File: src/rtl/mm_cfg_master.sv
// Memory-mapped initiator for the QoS register block: boot write, host commands, periodic status/error poll.
// The poll timer and POLL* states are present only when MM_CFG_MASTER_AUTOPOLL_EN is defined.
module mm_cfg_master #(
    parameter int unsigned POLL_PERIOD = 1000,
    parameter int unsigned RD_LATENCY  = 1,
    parameter logic [31:0] CFG_INIT    = 32'h0000_0001
) (
    input  logic        clk,
    input  logic        rst,
    input  logic        cmd_valid,
    output logic        cmd_ready,
    input  logic        cmd_write,
    input  logic [7:0]  cmd_addr,
    input  logic [31:0] cmd_wdata,
    output logic        rsp_valid,
    output logic [31:0] rsp_rdata,
    output logic        mm_write_en,
    output logic        mm_read_en,
    output logic [7:0]  mm_addr,
    output logic [31:0] mm_wdata,
    input  logic [31:0] mm_rdata,
    output logic [31:0] status_word,
    output logic [31:0] error_word,
    output logic        status_valid,
    output logic        poll_overrun,
    output logic        busy
);

    if (POLL_PERIOD < 8 || POLL_PERIOD > 1048576 || RD_LATENCY < 1 || RD_LATENCY > 4) begin : g_param_err
        $error("mm_cfg_master: POLL_PERIOD or RD_LATENCY out of range");
    end

    localparam logic [1:0] WAIT_LAST = 2'(RD_LATENCY - 1);

`ifdef MM_CFG_MASTER_AUTOPOLL_EN
    typedef enum logic [3:0] {
        BOOT_WR, IDLE, CMD_WR, CMD_RD, CMD_WAIT,
        POLL1_RD, POLL1_WAIT, POLL2_RD, POLL2_WAIT
    } state_t;
`else
    typedef enum logic [2:0] {
        BOOT_WR, IDLE, CMD_WR, CMD_RD, CMD_WAIT
    } state_t;
`endif

    state_t      state_q, state_d;
    logic [1:0]  wait_q, wait_d;
    logic [7:0]  cmd_addr_q;
    logic [31:0] cmd_wdata_q;
    logic [7:0]  mm_addr_q;
    logic [31:0] mm_wdata_q;
    logic [31:0] rsp_rdata_q;
    logic        rsp_vld_q;

    logic        cmd_ready_c;
    logic        cmd_accept;
    logic        wr_stb;
    logic        rd_stb;
    logic        wr_rsp;
    logic        cap_cmd;
    logic        wait_last;
    logic [7:0]  bus_addr;
    logic [31:0] bus_wdata;
    logic        poll_pending;

`ifdef MM_CFG_MASTER_AUTOPOLL_EN
    localparam logic [19:0] TIMER_LAST = 20'(POLL_PERIOD - 1);

    logic [19:0] timer_q;
    logic        poll_pending_q;
    logic        poll_overrun_q;
    logic [31:0] shadow_q;
    logic [31:0] status_word_q;
    logic [31:0] error_word_q;
    logic        status_valid_q;
    logic        cap_p1;
    logic        cap_p2;
    logic        in_poll;
    logic        wrap;
`endif

    assign wait_last = (wait_q == WAIT_LAST);

    always_comb begin
        state_d     = state_q;
        wait_d      = wait_q;
        cmd_ready_c = 1'b0;
        cmd_accept  = 1'b0;
        wr_stb      = 1'b0;
        rd_stb      = 1'b0;
        wr_rsp      = 1'b0;
        cap_cmd     = 1'b0;
        bus_addr    = mm_addr_q;
        bus_wdata   = mm_wdata_q;
`ifdef MM_CFG_MASTER_AUTOPOLL_EN
        cap_p1      = 1'b0;
        cap_p2      = 1'b0;
`endif
        case (state_q)
            BOOT_WR: begin
                wr_stb    = 1'b1;
                bus_addr  = 8'h00;
                bus_wdata = CFG_INIT;
                state_d   = IDLE;
            end
            IDLE: begin
`ifdef MM_CFG_MASTER_AUTOPOLL_EN
                if (poll_pending) begin
                    state_d = POLL1_RD;
                end else begin
`else
                begin
`endif
                    cmd_ready_c = 1'b1;
                    if (cmd_valid) begin
                        cmd_accept = 1'b1;
                        state_d    = cmd_write ? CMD_WR : CMD_RD;
                    end
                end
            end
            CMD_WR: begin
                wr_stb    = 1'b1;
                wr_rsp    = 1'b1;
                bus_addr  = cmd_addr_q;
                bus_wdata = cmd_wdata_q;
                state_d   = IDLE;
            end
            CMD_RD: begin
                rd_stb   = 1'b1;
                bus_addr = cmd_addr_q;
                wait_d   = 2'd0;
                state_d  = CMD_WAIT;
            end
            CMD_WAIT: begin
                if (wait_last) begin
                    cap_cmd = 1'b1;
                    state_d = IDLE;
                end else begin
                    wait_d = wait_q + 2'd1;
                end
            end
`ifdef MM_CFG_MASTER_AUTOPOLL_EN
            POLL1_RD: begin
                rd_stb   = 1'b1;
                bus_addr = 8'h01;
                wait_d   = 2'd0;
                state_d  = POLL1_WAIT;
            end
            POLL1_WAIT: begin
                if (wait_last) begin
                    cap_p1  = 1'b1;
                    state_d = POLL2_RD;
                end else begin
                    wait_d = wait_q + 2'd1;
                end
            end
            POLL2_RD: begin
                rd_stb   = 1'b1;
                bus_addr = 8'h02;
                wait_d   = 2'd0;
                state_d  = POLL2_WAIT;
            end
            POLL2_WAIT: begin
                if (wait_last) begin
                    cap_p2  = 1'b1;
                    state_d = IDLE;
                end else begin
                    wait_d = wait_q + 2'd1;
                end
            end
`endif
            default: state_d = IDLE;
        endcase
    end

    always_ff @(posedge clk or posedge rst) begin
        if (rst) begin
            state_q     <= BOOT_WR;
            wait_q      <= 2'd0;
            cmd_addr_q  <= 8'h00;
            cmd_wdata_q <= 32'h0;
            mm_addr_q   <= 8'h00;
            mm_wdata_q  <= 32'h0;
            rsp_rdata_q <= 32'h0;
            rsp_vld_q   <= 1'b0;
        end else begin
            state_q    <= state_d;
            wait_q     <= wait_d;
            mm_addr_q  <= bus_addr;
            mm_wdata_q <= bus_wdata;
            rsp_vld_q  <= cap_cmd;
            if (cmd_accept) begin
                cmd_addr_q  <= cmd_addr;
                cmd_wdata_q <= cmd_wdata;
            end
            if (cmd_accept && cmd_write) begin
                rsp_rdata_q <= 32'h0;
            end else if (cap_cmd) begin
                rsp_rdata_q <= mm_rdata;
            end
        end
    end

`ifdef MM_CFG_MASTER_AUTOPOLL_EN
    assign in_poll = (state_q == POLL1_RD) || (state_q == POLL1_WAIT) ||
                     (state_q == POLL2_RD) || (state_q == POLL2_WAIT);
    assign wrap    = (state_q != BOOT_WR) && (timer_q == TIMER_LAST);

    // A wrap while a poll is queued or running is recorded, never queued a second time.
    always_ff @(posedge clk or posedge rst) begin
        if (rst) begin
            timer_q        <= 20'd0;
            poll_pending_q <= 1'b0;
            poll_overrun_q <= 1'b0;
            shadow_q       <= 32'h0;
            status_word_q  <= 32'h0;
            error_word_q   <= 32'h0;
            status_valid_q <= 1'b0;
        end else begin
            if (wrap) begin
                timer_q <= 20'd0;
            end else if (state_q != BOOT_WR) begin
                timer_q <= timer_q + 20'd1;
            end
            if (wrap && !poll_pending_q && !in_poll) begin
                poll_pending_q <= 1'b1;
            end else if (state_q == POLL1_RD) begin
                poll_pending_q <= 1'b0;
            end
            if (wrap && (poll_pending_q || in_poll)) begin
                poll_overrun_q <= 1'b1;
            end
            if (cap_p1) begin
                shadow_q <= mm_rdata;
            end
            if (cap_p2) begin
                status_word_q <= shadow_q;
                error_word_q  <= mm_rdata;
            end
            status_valid_q <= cap_p2;
        end
    end

    assign poll_pending = poll_pending_q;
    assign status_word  = status_word_q;
    assign error_word   = error_word_q;
    assign status_valid = status_valid_q;
    assign poll_overrun = poll_overrun_q;
`else
    assign poll_pending = 1'b0;
    assign status_word  = 32'h0;
    assign error_word   = 32'h0;
    assign status_valid = 1'b0;
    assign poll_overrun = 1'b0;
`endif

    // State resets to BOOT_WR, so combinational outputs are masked while rst is held.
    assign cmd_ready   = cmd_ready_c & ~rst;
    assign mm_write_en = wr_stb & ~rst;
    assign mm_read_en  = rd_stb & ~rst;
    assign mm_addr     = rst ? mm_addr_q  : bus_addr;
    assign mm_wdata    = rst ? mm_wdata_q : bus_wdata;
    assign busy        = (state_q != IDLE) & ~rst;
    assign rsp_valid   = wr_rsp | rsp_vld_q;
    assign rsp_rdata   = rsp_rdata_q;

endmodule

File: config.mk
export PLATFORM = sky130hd
export DESIGN_NAME = mm_cfg_master
export DESIGN_NICKNAME = d
export VERILOG_FILES = /design/src/rtl/mm_cfg_master.sv
export SDC_FILE = /design/constraint.sdc
export NUM_CORES = 1
export LEC_CHECK = 0
export CAP_MARGIN = 20
export CORE_ASPECT_RATIO = 2
export CORE_MARGIN = 3
export CORE_UTILIZATION = 40
export CTS_BUF_LIST = sky130_fd_sc_hd__clkbuf_4 sky130_fd_sc_hd__clkbuf_8
export DETAILED_ROUTE_END_ITERATION = 10
export PLACE_DENSITY = 0.73
export SLEW_MARGIN = 20
export SYNTH_ARGS = -nofsm -noshare
export SYNTH_HDL_FRONTEND = slang
export SYNTH_SLANG_ARGS = --single-unit
File: constraint.sdc
create_clock -name clk -period 6 [get_ports clk]
set_clock_uncertainty 0.2 [all_clocks]
set_input_delay 0.9 -clock clk [delete_from_list [all_inputs] [get_ports clk]]
set_output_delay 0.9 -clock clk [all_outputs]
set_load 0.005 [all_outputs]
# Word-level counts from Yosys, hierarchy flattened
# Index checks and enable logic that the tools add are counted.
dict set report word_totals {
  register_bits 118
  output_inout_bits 143
  elab_cells 52
}
dict set report classes {
  add_sub_neg 1
  n_eq_ne 8
  muxes 20
  n_bitwise 6
  n_reduce_logical 9
}
# cell n
set op_table {}
lappend op_table {{2-to-1 mux 32 bit} 3}
lappend op_table {{one-hot mux 32 bit (2 select lines)} 1}
lappend op_table {{one-hot mux 8 bit (2 select lines)} 1}
lappend op_table {{2-to-1 mux 1 bit} 9}
lappend op_table {{one-hot mux 3 bit (3 select lines)} 1}
lappend op_table {{2-to-1 mux 8 bit} 1}
lappend op_table {{equality test 3 x 2 -> 1 bit (second input constant)} 2}
lappend op_table {{2-to-1 mux 3 bit} 2}
lappend op_table {{!= test 2 bit (second input constant)} 3}
lappend op_table {{bitwise AND 1 bit} 4}
lappend op_table {{one-hot mux 2 bit (2 select lines)} 1}
lappend op_table {{AND reduction 2 bit} 2}
lappend op_table {{nonzero test 2 bit} 2}
lappend op_table {{OR reduction 2 bit} 2}
lappend op_table {{equality test 3 x 1 -> 1 bit (second input constant)} 1}
lappend op_table {{equality test 3 bit (second input constant)} 1}
lappend op_table {{logical NOT 3 bit} 1}
lappend op_table {{!= test 3 x 1 -> 1 bit (second input constant)} 1}
lappend op_table {{adder 2 x 1 -> 2 bit (second input constant)} 1}
lappend op_table {{logical NOT 2 bit} 1}
lappend op_table {{2-to-1 mux 2 bit} 1}
lappend op_table {{logical AND 1 bit} 1}
lappend op_table {{inverter 1 bit} 1}
lappend op_table {{OR 1 bit} 1}

# Depth between registers and ports, before layout
# Gate-level depths: netlist (run 1).
dict set report logic_depth {
  ltp_word 5
  depth_mapped 6
  depth_no_buf 5
}

# Least setup slack after synthesis (run 1)
# Ideal clock, no wire load.
dict set report synth_path {
  path_type {input to output}
  from {input port rst}
  to {output port mm_wdata[10]}
  arrival_time_ns 1.751
  slack_ns 3.149
  path_stages 4
  cell_sequence {or3_1 > clkbuf_1 > buf_2 > a22o_1}
}
dict set report synth_between {
  elab_chain_cells 1
}
# item line_no
set synth_lines {}
lappend synth_lines {{start, declared} 9} ;# input logic rst,
lappend synth_lines {{2-to-1 mux 32 bit} 262} ;# assign mm_wdata = rst ? mm_wdata_q : bus_wdata;
lappend synth_lines {{end, declared} 20} ;# output logic [31:0] mm_wdata,
# No other way between the ends.

# Final worst setup path (run 1)
dict set report layout_path {
  from {input port rst}
  to {output port mm_wdata[29]}
}
# Same word-level chain as after synthesis.

==> results_dict.tcl, run 1 <==
set metrics [dict create \
    dr.pass1.iters 4 \
    period_share_pct 71.6 \
    clock_path_buffers 2 \
    synth.most_common_cell "dfrtp_1" \
    status "finished clean" \
    grt_setup_unrepaired "no" \
    syn2layout_area_growth_pct 33.0 \
    synth.cell_area_um2 5340 \
    wl_per_cell_um 17.7 \
    synth_common_cells "dfrtp_1 (118), a22o_1 (110), buf_4 (72)" \
    dp_hpwl_um 8880 \
    crit_type "in2out" \
    cts_resized 0 \
    postCtsHoldBufs 0 \
    setup_violations 0 \
    internal_power_uw 2540 \
    hold_violations 0 \
    relSlewSlack_pct 40.3 \
    cp-start-kind "input port" \
    grt_pass1_wl_um 20200 \
    drive_gt1_share_pct 15.3 \
    synth_edf_count 0 \
    max_slew.worst_pin.slew_ns 0.895 \
    async_flop_share_pct 100 \
    final_cell_area_um2 7100 \
    clk_latency_ns 0.41 \
    fin_nets 634 \
    finalSetupTns_ns 0 \
    syn_avg_cell_area_um2 13.1 \
    antenna_found_initial 0 \
    cts_sinks 118 \
    power_switching_uw 1150 \
    core-area_um2 13100 \
    gp_congestion 0.797 \
    slew_viol_final 0 \
    yosysTopAreaCell "dfrtp_1" \
    synthFlopType "dfrtp_1" \
    via_per_inst 5.23 \
    die_h_um 169 \
    period_needed_ns 4.29 \
    io_buffers 152 \
    pwr-share-comb_pct 41.3 \
    cp_max_fo 31 \
    h-tree-depth 4 \
    cts_root_buf "clkbuf_8" \
    initial_core_util_pct 40.9 \
    post_cts.repair.setup_buffers 0 \
    p_seq_share_pct 39.6 \
    pwr-share-clk_pct 19.1 \
    fillers 1162 \
    cts_tree "yes" \
    synth_cell_types 32 \
    ant_nets 0 \
    synth_top_area_share_pct 55.3 \
    routed_wl_um 12800 \
    die_area_um2 14800 \
    vias 3767 \
    leakagePower_uw 0.00321 \
    netlist_instances 408 \
    drc 0 \
    yosysSeqAreaShare_pct 55.3 \
    gr-total-overflow 0 \
    synth_area_leaders "dfrtp_1 (55%), a22o_1 (18%), buf_4 (10%)" \
    ir_drop_mv 0.270 \
    num_antenna_cells 0 \
    path_clk_slew_ns 0.06 \
    grt_util_all_layers_pct 17.7 \
    swShare_pct 31.0 \
    io_pins 219 \
    chipWidth_um 87.7 \
    yosysWarnings 0 \
    core.rowCount 59 \
    drtIter0Drc 150 \
    grt_pass1_vias 3960 \
    cts_buffers 17 \
    p_per_area_nw_per_um2 520 \
    arrival_ns 3.19 \
    hold_class "reg2reg" \
    dpl-instance-area_um2 6680 \
    grt_max_degree 75 \
    cp-end-kind "primary output" \
    fmax_mhz 233 \
    drv_cap 0 \
    required_ns 4.90 \
    synth-seq-cells 118 \
]
path summary, 6_finish.rpt:
check / start / endpoint / slack, ns / cells after the start
max in group asynchronous: rst / mm_wdata_q[14] / 3.53 / 3
min: mm_addr_q[7] / mm_addr_q[7] / 0.30 / 1
min reg2reg: mm_addr_q[7] / mm_addr_q[7] / 0.30 / 1
max: rst / mm_wdata[29] / 1.71 / 6
min in group asynchronous: rst / rsp_vld_q / 1.00 / 2
max reg2reg: state_q[0] / cmd_wdata_q[14] / 3.54 / 4
cell usage in the layout, fill, tap and decap left out, types with 3 or more instances in the layout:
cell type        count
mux2_2              40
inv_1                4
conb_1              66
clkinv_2             4
clkinvlp_4           3
a21oi_1              3
nand2_1              4
dfrtp_1            118
clkbuf_8            20
buf_4                4
a22o_1             110
clkdlybuf4s50_1    152
nor2_1               9
sequential cells by signal, summed over array words and instances, names as in the netlist:
| register | flops |
|---|---|
| mm_wdata_q | 32 |
| rsp_rdata | 32 |
| rsp_vld_q | 1 |
| cmd_addr_q | 8 |
| mm_addr_q | 8 |
| wait_q | 2 |
| state_q | 3 |
| cmd_wdata_q | 32 |
cell type report:
class	count	area, µm²	area share [%]
Sequential cell	118	2950	41.6
Multi-Input combinational cell	257	1970	27.7
Timing Repair Buffer	158	1580	22.3
Clock buffer	21	283	3.98
Tap cell	152	190	2.68
Clock inverter	9	103	1.45
Inverter	5	21.3	0.300
metrics by stage:
stage	util, %	setup slack (ns)	hold slack (ns)	total power (µW)	std cells
2_1_floorplan	-	1.77	0.255	2260	473
3_3_place_gp	51.1	1.42	0.283	2940	688
3_5_place_dp	51.1	1.67	0.282	2990	688
4_1_cts	54.1	1.66	0.303	3730	718
5_1_grt	54.3	1.57	0.314	3920	720
6_report	54.3	1.71	0.300	3690	720
metal layers:
layer	vias to the layer above	global-route usage (%)	part of all wire (%)	wire [µm]
met5	-	0	0	0
met4	0	7.48	2.5	315
met3	16	4.81	6.2	790
met2	187	32.2	56	7110
met1	1900	18.4	36	4560
li1	1664	-	-	-
logic make-up after synthesis:
family / count (synthesis) / synth area share (%)
mux: 40 / 8.44
simple gates: 32 / 4.17
flops: 118 / 55.3
fa+ha+maj: 1 / 0.234
other cells: 1 / 0.0703
buf+inv: 98 / 12.8
compound gates: 118 / 19.0
worst max-delay path, cell delays in order:
cell and delay (ns):
clkdlybuf4s50_1 0.55, nor3b_4 0.46, and2b_1 0.19, buf_4 0.33, a22o_1 0.24, clkdlybuf4s50_1 0.51
power by group through the flow:
stage,sequential (µW),clock [µW],combinational (µW)
after floorplan,1400,0,869
after global placement,1440,0,1500
after detailed placement,1460,0,1530
after CTS,1460,729,1540
after global routing,1510,765,1640
final,1460,706,1520
No activity file was read; power rests on OpenSTA's default activity.
==> run 2: changes to the inputs <==
Clock period 6 ns to 4.45 ns, I/O delays scaled along.
==> run 2 against run 1 <==
  * Utilization up 0.45 points
  * Sequential share of layout area down 0.34 points
  * Register-to-register slack worse by 1.4 ns
  * Die area unchanged
  * First-iteration DRC count up 13%
  * Critical endpoint is now mm_wdata[7]
  * Clock power up 44%
  * Non-clock buffer count up 2
  * Via count down 0.27%
  * Worst hold slack worse by 0.0072 ns
  * Critical path depth unchanged
  * Final cell count up 0.56%
==> results_dict.tcl, run 2 (synthesis gave the netlist of run 1 again) <==
set metrics [dict create \
    dpl-instance-area_um2 6740 \
    slew_viol_final 0 \
    swShare_pct 31.6 \
    cp_cell_sequence "clkdlybuf4s50_1, nor3b_4, and2b_1, buf_4, a22o_1, clkdlybuf4s50_1" \
    final_cell_area_um2 7160 \
    fmax_mhz 263 \
    io_pins 219 \
    dr.pass1.iters 6 \
    setup_violations 0 \
    internal_power_uw 3450 \
    drtIter0Drc 170 \
    cts_tree "yes" \
    final_common_cell "clkdlybuf4s50_1" \
    postCtsHoldBufs 0 \
    num_antenna_cells 0 \
    power_switching_uw 1600 \
    dp_hpwl_um 9240 \
    initial_core_util_pct 40.9 \
    path_buf_inv 3 \
    period_share_pct 85.5 \
    wl_per_cell_um 18.3 \
    cp_max_fo 31 \
    p_seq_share_pct 39.3 \
    final_cell_mix "clkdlybuf4s50_1 (152), dfrtp_1 (118), a22o_1 (110)" \
    path_clk_slew_ns 0.08 \
    status "finished clean" \
    antenna_found_initial 0 \
    critical_path.max_stage_delay_ns 0.57 \
    leakagePower_uw 0.00323 \
    drv_cap 0 \
    multi_input_area_um2 1970 \
    h-tree-depth 4 \
    chipWidth_um 87.7 \
    clock_path_buffers 2 \
    fillers 1122 \
    relSlewSlack_pct 44.8 \
    syn2layout_area_growth_pct 34.1 \
    gr-total-overflow 0 \
    die_area_um2 14800 \
    io_buffers 152 \
    clk_latency_ns 0.42 \
    core.rowCount 59 \
    via_per_inst 5.19 \
    gp_congestion 0.783 \
    grt_max_degree 61 \
    max_slew.worst_pin.slew_ns 0.826 \
    required_ns 3.58 \
    core-area_um2 13100 \
    seqCellArea_um2 2950 \
    cp_top_family "buffers and inverters" \
    p_per_area_nw_per_um2 706 \
    die_h_um 169 \
    fin_nets 636 \
    slowest_stage "clkdlybuf4s50_1" \
    finalSetupTns_ns 0 \
    cts_sinks 118 \
    cts_buffers 17 \
    cts_resized 0 \
    hold_class "reg2reg" \
    hold_violations 0 \
    cts_root_buf "clkbuf_8" \
    vias 3757 \
    post_cts.repair.setup_buffers 0 \
    grt_pass1_vias 4020 \
    routed_wl_um 13200 \
    cp_common_cell "clkdlybuf4s50_1" \
    drc 0 \
    cp-start-kind "input port" \
    pwr-share-comb_pct 40.4 \
    period_needed_ns 3.80 \
    grt_util_all_layers_pct 18.6 \
    drive_gt1_share_pct 15.7 \
    grt_pass1_wl_um 21100 \
    arrival_ns 2.94 \
    crit_type "in2out" \
    grt_setup_unrepaired "no" \
    ant_nets 0 \
    ir_drop_mv 0.486 \
    cp-end-kind "primary output" \
    pwr-share-clk_pct 20.2 \
]
==> run 2: changes by cell type in the layout (fill, tap and decap cells not counted), sizes merged <==
cell / change
buf: +2
clkinv: +2
clkbuf: -3
clkinvlp: -1
bufinv: +1
inv: +3
==> run 2: power by group through the flow <==
| stage | combinational [µW] | sequential, µW | clock [µW] |
|---|---|---|---|
| after global routing | 2210 | 2050 | 1120 |
| final | 2040 | 1990 | 1020 |
| after detailed placement | 2060 | 2000 | 0 |
| after floorplan | 1170 | 1880 | 0 |
| after global placement | 2000 | 1970 | 0 |
| after CTS | 2080 | 1990 | 1050 |
==> run 2: layout make-up <==
cell class / instances / share of cell area [%]
Clock buffer: 18 / 3.37
Multi-Input combinational cell: 257 / 27.5
Clock inverter: 14 / 2.47
Inverter: 5 / 0.297
Sequential cell: 118 / 41.3
Timing Repair Buffer: 160 / 22.5
Tap cell: 152 / 2.66
==> run 2: final timing paths <==
check,start,end,slack [ns],cells after the start
max in group asynchronous,rst,cmd_wdata_q[8],2.79,3
worst max register to register,state_q[0],cmd_wdata_q[10],2.15,4
worst min register to register,mm_wdata_q[0],mm_wdata_q[0],0.29,2
worst min-delay path,mm_wdata_q[0],mm_wdata_q[0],0.29,2
min in group asynchronous,rst,mm_addr_q[5],0.61,2
worst max-delay path,rst,mm_wdata[7],0.65,6
==> run 2: metrics by stage <==
stage | std cells | worst slack, ns | power [µW] | utilization [%] | hold slack, ns
after global placement | 690 | 0.675 | 3980 | 51.2 | 0.268
after global routing | 724 | 0.522 | 5380 | 54.8 | 0.311
after floorplan | 473 | 0.453 | 3050 | - | 0.255
after CTS | 724 | 0.644 | 5120 | 54.8 | 0.294
final | 724 | 0.645 | 5050 | 54.8 | 0.293
after detailed placement | 692 | 0.643 | 4060 | 51.6 | 0.275
==> run 2: worst register-to-register path: stages, from the launching register on <==
cell and delay, ns:
dfrtp_1 0.68, nand2b_4 0.14, nor3b_4 0.21, buf_4 0.50, mux2_2 0.45
==> run 2: routing by layer <==
layer	track usage (%)	wire (µm)
met2	33.2	7470
met1	19.8	4680
met4	8.42	380
met3	5.00	687
met5	0	0
==> run 3: changes to the inputs <==
==> constraint.sdc (replaced) <==
create_clock -name clk -period 4.45 [get_ports clk]
set_clock_uncertainty 0.2 [all_clocks]
set_input_delay 1.1125 -clock clk [delete_from_list [all_inputs] [get_ports clk]]
set_output_delay 1.1125 -clock clk [all_outputs]
set_load 0.005 [all_outputs]
==> run 3 against run 2 <==
  * Clock-buffer cell count unchanged
  * Critical path depth decreased by 1
  * Final cell count increased by 0.41%
  * Flip-flop and latch count unchanged
  * Power decreased by 1.1%
  * Die area unchanged
  * Register-to-register slack improved by 0.10 ns
  * Via count decreased by 1.2%
  * Clock power decreased by 6%
  * Wire length decreased by 1.3%
  * Largest cell class unchanged
  * Largest power group unchanged
==> results_dict.tcl, run 3 (synthesis gave the netlist of run 1 again) <==
set metrics [dict create \
    status "finished clean" \
    cp_max_fo 34 \
    cts_root_buf "clkbuf_8" \
    cts_sinks 118 \
    cp-end-kind "primary output" \
    hold_class "reg2reg" \
    cts_tree "yes" \
    clk_latency_ns 0.42 \
    fin_nets 639 \
    crit_type "in2out" \
    finalSetupTns_ns 0 \
    gr-total-overflow 0 \
    hold_violations 0 \
    p_per_area_nw_per_um2 698 \
    power.total_uw 4990 \
    core-area_um2 13100 \
    fmax_mhz 232 \
    io_buffers 152 \
    gp_congestion 0.818 \
    ant_nets 0 \
    h-tree-depth 4 \
    dr.pass1.iters 5 \
    ir_drop_mv 0.376 \
    chipWidth_um 87.7 \
    die_h_um 169 \
    path_clk_slew_ns 0.07 \
    syn2layout_area_growth_pct 34.0 \
    io_pins 219 \
    layout_setup_ws_ns 0.141 \
    period_share_pct 96.8 \
    num_antenna_cells 0 \
    cts_resized 0 \
    cp_common_cell "clkdlybuf4s50_1" \
    drive_gt1_share_pct 16.2 \
    routed_wl_um 13100 \
    grt_setup_unrepaired "no" \
    grt_max_degree 67 \
    slowest_stage "clkdlybuf4s50_1" \
    final_common_cell "clkdlybuf4s50_1" \
    drv_cap 0 \
    clock_path_buffers 2 \
    antenna_found_initial 1 \
    final_cell_mix "clkdlybuf4s50_1 (152), dfrtp_1 (118), a22o_1 (110)" \
    relSlewSlack_pct 43.2 \
    period_needed_ns 4.31 \
    arrival_ns 3.00 \
    required_ns 3.14 \
    drc 0 \
    postCtsHoldBufs 0 \
    dp_hpwl_um 9030 \
    cp-start-kind "input port" \
    max_slew.worst_pin.slew_ns 0.849 \
    cp_cell_sequence "clkdlybuf4s50_1, or3_1, buf_4, a22o_1, clkdlybuf4s50_1" \
    leakagePower_uw 0.00323 \
    grt_util_all_layers_pct 18.4 \
    drtIter0Drc 128 \
    fillers 1127 \
    vias 3713 \
    die_area_um2 14800 \
    post_cts.repair.setup_buffers 0 \
    slew_viol_final 0 \
    wl_per_cell_um 18.0 \
    core.rowCount 59 \
    grt_pass1_vias 3992 \
    initial_core_util_pct 40.9 \
    cts_buffers 17 \
    via_per_inst 5.11 \
    critical_path.max_stage_delay_ns 0.50 \
    place_ws_ns 0.134 \
    grt_pass1_wl_um 20900 \
    setup_violations 0 \
]
-- run 3: cell types whose count changed in the layout (fill, tap and decap cells not counted) --
cell | previous run | this run
buf_12 | 0 | 1
clkbuf_8 | 17 | 18
clkbuf_4 | 1 | 0
clkinvlp_4 | 2 | 4
inv_6 | 3 | 2
bufinv_16 | 3 | 2
buf_16 | 1 | 0
buf_4 | 6 | 9
-- run 3: final timing paths --
kind	from	to	slack, ns	depth (start not counted)
setup / recovery	rst	mm_wdata[30]	0.14	5
hold / removal	rsp_rdata[30]	rsp_rdata[30]	0.30	1
setup reg to reg	state_q[2]	rsp_rdata[22]	2.25	3
hold reg to reg	rsp_rdata[30]	rsp_rdata[30]	0.30	1
max in group asynchronous	rst	rsp_rdata[23]	1.96	4
min in group asynchronous	rst	rsp_rdata[1]	1.25	3
-- run 3: critical path: cells and delay by family --
| family | cells | cell delay (ns) |
|---|---|---|
| buffers and inverters | 3 | 1.22 |
| AND/OR/NAND/NOR | 1 | 0.34 |
| AO/OA/AOI/OAI | 1 | 0.31 |
-- run 3: metrics by stage --
step | hold slack, ns | utilization [%] | cell area (µm²) | cells
6_report | 0.301 | 54.8 | 7150 | 727
2_1_floorplan | 0.255 | - | 5580 | 473
4_1_cts | 0.305 | 54.6 | 7140 | 726
3_3_place_gp | 0.279 | 51.5 | 6730 | 694
3_5_place_dp | 0.280 | 51.6 | 6740 | 694
5_1_grt | 0.313 | 54.8 | 7150 | 727
-- run 3: power by group --
group | switching (µW) | internal, µW
logic | 765 | 1300
registers | 371 | 1590
clock network | 446 | 516
total | 1580 | 3410
-- run 3: metal layers --
| layer | part of all wire, % | routed length (µm) | GRT usage, % |
|---|---|---|---|
| met1 | 37 | 4830 | 20.0 |
| met2 | 53 | 6980 | 31.9 |
| met3 | 5.5 | 721 | 4.91 |
| met4 | 3.9 | 515 | 9.35 |
| met5 | 0.054 | 7 | 0 |
-- run 3: cell type report --
| type | instances | area [µm²] | area share [%] |
|---|---|---|---|
| multi-input combinational | 257 | 1970 | 27.5 |
| clock inverter | 14 | 153 | 2.13 |
| timing repair buffer | 163 | 1620 | 22.7 |
| sequential | 118 | 2950 | 41.3 |
| inverter | 5 | 21.3 | 0.297 |
| clock buffer | 18 | 248 | 3.46 |
| tap | 152 | 190 | 2.66 |
==> edit 1, RTL diff (config.mk and constraints of run 3) <==
The option `MM_CFG_MASTER_AUTOPOLL_EN` is turned on by a define.
--- a/src/rtl/mm_cfg_master.sv
+++ b/src/rtl/mm_cfg_master.sv
@@ -1,5 +1,7 @@
 // Memory-mapped initiator for the QoS register block: boot write, host commands, periodic status/error poll.
 // The poll timer and POLL* states are present only when MM_CFG_MASTER_AUTOPOLL_EN is defined.
+`define MM_CFG_MASTER_AUTOPOLL_EN
+
 module mm_cfg_master #(
     parameter int unsigned POLL_PERIOD = 1000,
     parameter int unsigned RD_LATENCY  = 1,
Function: same outputs for any inputs over 10 cycles, from zero or initial values and one cycle with rst high; that may be too few to reach the edited logic, so the function may still have changed.
==> edit 1 against run 3 <==
- total power is 73% higher
- global-route usage down 0.20 points
- setup slack better by 0.058 ns
- sequential cell count grew 120
- clock power is 92% higher
- maximum frequency increased by 1.4%
- routed wire length is 90% higher
- design area up 86%
- register-to-register slack got worse by 0.91 ns
- via count grew 89%
- synthesized area grew 88%
- count of clock-buffer cells in the layout increased by 41
- worst hold slack lost 0.033 ns
- critical endpoint is now mm_wdata[9]
- largest power group is now sequential cells
- highest routed layer unchanged
==> edit 1: results <==
metrics = {
    "sta": {
        "hold_violations": 0,
        "tightestPinTransition_ns": 0.918,
    },
    "placed_design": {
        "placed_cells": 1316,
        "hpwl_mm": 16.9,
        "preCtsSetupSlack_ns": -0.0848,
        "gp_congestion": 0.785,
        "port_buffers": 218,
        "placed_cell_area_um2": 12500,
    },
    "detailed_routing": {
        "drt_iter0_drc": 438,
        "wl_met1_mm": 8.81,
        "met2_length_mm": 13.6,
        "wl_per_cell_um": 17.9,
        "highest_layer": "met5",
        "wirelength_mm": 24.8,
        "met3_length_mm": 1.66,
        "post_drt_via_cell_ratio": 5.07,
        "first_pass_iters": 4,
    },
    "clock_tree": {
        "clk-insertion-delay-late_ns": 0.53,
        "cts-buffers-inserted": 35,
        "cts_hold_buf": 0,
        "clock_path_buffers": 3,
        "htree_levels": 2,
        "cts_resized": 1,
        "post_cts_buffers": 0,
    },
    "logic_synthesis": {
        "syn_area_per_cell_um2": 12.5,
        "postSynth.asyncResetShare": 1.00,
        "synth_warnings": 0,
        "syn-num-nets": 876,
        "yosysSeqAreaShare": 0.595,
        "synthTopCellsByCount": "238 x dfrtp_1, 139 x mux2_2, 87 x nand2_1",
        "synth_area_leaders": "dfrtp_1 59%, mux2_2 16%, a22o_1 3.3%",
        "ys_types": 49,
    },
    "worst_setup_path": {
        "cp_max_fo": 34,
        "crit_family": "buffers and inverters",
        "rr_startpoint": "state_q[1]",
        "cp.arrival_ns": 2.94,
        "crit_path_max_incr_delay_ns": 0.53,
        "critPathLaunch": "rst",
    },
    "global_routing": {
        "track_usage": 0.181,
        "grt_use_met1": 0.189,
        "antenna_found_initial": 4,
        "grt.met2_usage": 0.340,
        "grt_pass1_vias": 7286,
        "met3_usage": 0.0502,
        "grt_max_degree": 171,
        "grt_pass1_wl_mm": 39.6,
    },
    "layout": {
        "final_layout_size_suffix_gt1_frac": 0.225,
        "fin_nets": 1099,
    },
    "min_path": {
        "hp-class": "reg2reg",
        "min_from": "mm_wdata_q[10]",
    },
    "run_status": {
        "outcome": "finished clean",
    },
    "power_and_ir_drop": {
        "leakagePower_nw": 6.13,
        "ir_drop_v": 0.000424,
        "switchingPower_mw": 2.69,
    },
}
==> edit 1: cell count changes in the layout (fill, tap and decap cells not counted), sizes merged, moves of 66 or more <==
cell / before / now
dfrtp: 118 / 238
clkdlybuf4s50: 152 / 218
nand2: 4 / 87
mux2: 40 / 139
a22o: 110 / 38
conb: 66 / 0
==> edit 1: tightest hold or removal path: stages, from the launching register on <==
cell and delay, ns:
dfrtp_1 0.34, nand2_1 0.05, nand2_1 0.05
==> edit 1: layout make-up <==
cell class | count | area, um2
fill | 2125 | 11200
antenna | 3 | 7.51
timing repair buffer | 236 | 2350
sequential | 238 | 5960
clock buffer | 59 | 718
clock inverter | 5 | 32.5
inverter | 13 | 52.6
multi-input combinational | 497 | 3770
tap | 332 | 415
==> edit 1: cell families after synthesis <==
kind of cell    synth area share
mux                        0.189
simple gates               0.102
compound gates            0.0627
buf+inv                   0.0317
fa+ha+maj                0.00250
xor+xnor                  0.0166
flops                      0.595
==> edit 1: final timing paths <==
kind / end / slack (ns) / cells after the start
setup / recovery: mm_wdata[9] / 0.20 / 7
min in group asynchronous: mm_wdata_q[16] / 1.21 / 4
hold reg to reg: mm_wdata_q[10] / 0.27 / 2
setup reg to reg: rsp_rdata[9] / 1.34 / 6
max in group asynchronous: rsp_rdata[6] / 2.18 / 4
hold / removal: mm_wdata_q[10] / 0.27 / 2
==> edit 1: power by group through the flow <==
stage | sequential (mW) | clock, mW | combinational [mW]
3_3_place_gp | 3.58 | 0 | 3.21
4_1_cts | 3.58 | 1.93 | 3.29
2_1_floorplan | 3.51 | 0 | 1.67
3_5_place_dp | 3.61 | 0 | 3.27
6_report | 3.58 | 1.85 | 3.23
5_1_grt | 3.68 | 2.00 | 3.51
==> edit 2, RTL diff (config.mk and constraints of run 3) <==
Without the edit above. Re-encode `state_t` (5 states) as Gray code, 3 bits wide.
--- a/src/rtl/mm_cfg_master.sv
+++ b/src/rtl/mm_cfg_master.sv
@@ -39,7 +39,7 @@
     } state_t;
 `else
     typedef enum logic [2:0] {
-        BOOT_WR, IDLE, CMD_WR, CMD_RD, CMD_WAIT
+        BOOT_WR = 3'b000, IDLE = 3'b001, CMD_WR = 3'b011, CMD_RD = 3'b010, CMD_WAIT = 3'b110
     } state_t;
 `endif
 
Behaviour: same outputs for any inputs over 10 cycles, from zero or initial values and one cycle with rst high; not proved beyond that.
==> edit 2 against run 3 <==
- non-clock buffer count shrank 1
- setup slack gained 0.12 ns
- routed wire length grew 2.5%
- final cell count grew 13%
- synthesized area grew 4.7%
- first-iteration DRC count grew 30%
- sequential cell count is the same
- design area grew 2.4%
- worst hold slack lost 0.0018 ns
- maximum frequency grew 2.9%
- sequential power shrank 11%
- global-route usage shrank 0.34 points
- total power shrank 11%
- highest routed layer is now met4
==> edit 2: results <==
metrics = {
    "run_status": {
        "outcome": "finished clean",
    },
    "global_routing": {
        "grt_pass1_wl_mm": 21.8,
        "track_usage": 0.180,
        "overflow": 0,
        "grt_pass1_vias": 4276,
        "grt_max_degree": 70,
        "antenna_found_initial": 0,
    },
    "logic_synthesis": {
        "synth_area_leaders": "dfrtp_1 53%, a22o_1 12%, buf_4 9.5%",
        "synthFlopType": "dfrtp_1",
        "ys_types": 32,
        "synth_compound_area_frac": 0.173,
        "muxShareOfSynthArea": 0.0824,
        "yosysSeqAreaShare": 0.528,
        "synth_warnings": 0,
        "synthTopCellsByCount": "118 x dfrtp_1, 78 x a22o_1, 71 x buf_4",
        "synthAdderAreaFrac": 0.00224,
        "synth-xor-area-share": 0,
        "postSynth.asyncResetShare": 1.00,
    },
    "detailed_routing": {
        "drt_iter0_drc": 166,
        "first_pass_iters": 4,
        "post_drt_via_cell_ratio": 4.92,
        "wl_per_cell_um": 16.3,
    },
    "power_and_ir_drop": {
        "leakagePower_nw": 3.18,
        "ir_drop_v": 0.000231,
    },
    "layout": {
        "final_layout_size_suffix_gt1_frac": 0.175,
        "diodes": 0,
        "fin_nets": 698,
    },
    "placed_design": {
        "port_buffers": 152,
        "hpwl_mm": 9.53,
        "gp_congestion": 0.824,
    },
    "clock_tree": {
        "cts-buffers-inserted": 17,
        "clock_path_buffers": 2,
        "htree_levels": 4,
        "root_buffer": "clkbuf_8",
        "clk-insertion-delay-late_ns": 0.42,
        "cts_resized": 0,
        "post_cts_buffers": 0,
        "path_clk_slew_ns": 0.06,
    },
    "min_path": {
        "hp-class": "reg2reg",
        "min_from": "mm_wdata_q[14]",
    },
    "worst_setup_path": {
        "crit_path_max_incr_delay_ns": 0.50,
        "cp_max_fo": 32,
        "cp_slowest_cell": "clkdlybuf4s50_1",
        "crit_family": "buffers and inverters",
        "critPathLaunch": "rst",
        "r2r_slack_ns": 2.00,
        "cp.arrival_ns": 2.88,
        "rr_startpoint": "state_q[2]",
    },
    "sta": {
        "tightestPinTransition_ns": 0.626,
        "slew_viol_final": 0,
    },
}
edit 2: final cells by class:
cell class	instances	area [um2]
repair buffers	162	1620
clock inverters	12	105
fillers	1204	6260
multi-input cells	315	2120
flip-flops and latches	118	2950
well taps	186	233
clock buffers	20	269
inverters	7	30.0
edit 2: per-stage QoR:
stage / setup slack (ns) / instance area (um2) / hold WS [ns] / cells
final: 0.261 / 7330 / 0.299 / 820
after global routing: 0.135 / 7330 / 0.324 / 820
after CTS: 0.256 / 7330 / 0.305 / 820
after detailed placement: 0.264 / 6950 / 0.282 / 788
after global placement: 0.299 / 6950 / 0.283 / 788
after floorplan: 1.10 / 5840 / 0.266 / 538
edit 2: power breakdown:
group	leakage [nW]	total, mW	internal (mW)	switching (mW)
combinational	1.50	1.79	1.07	0.712
clock	0.180	0.907	0.473	0.433
sequential	1.50	1.75	1.45	0.293
total	3.18	4.44	3.00	1.44
edit 2: final timing paths:
| kind | endpoint | depth (start not counted) |
|---|---|---|
| setup / recovery | mm_wdata[26] | 6 |
| setup reg to reg | rsp_rdata[5] | 4 |
| hold / removal | mm_wdata_q[14] | 1 |
| hold reg to reg | mm_wdata_q[14] | 1 |
| max in group asynchronous | cmd_wdata_q[3] | 4 |
| min in group asynchronous | mm_wdata_q[23] | 4 |
edit 2: routing by layer:
layer  vias up  share of wire  GRT usage
met5         -              0          0
met1      2032           0.36      0.191
met2       165           0.56      0.325
met4         0          0.025     0.0671
li1       1821              -          -
met3        20          0.061     0.0491
edit 2: cell families after synthesis:
logic type,after synthesis
AO/OA/AOI/OAI,118
adder cells (fa/ha/maj),1
buffers and inverters,105
flip-flops,118
multiplexers,41
other,1
AND/OR/NAND/NOR,89
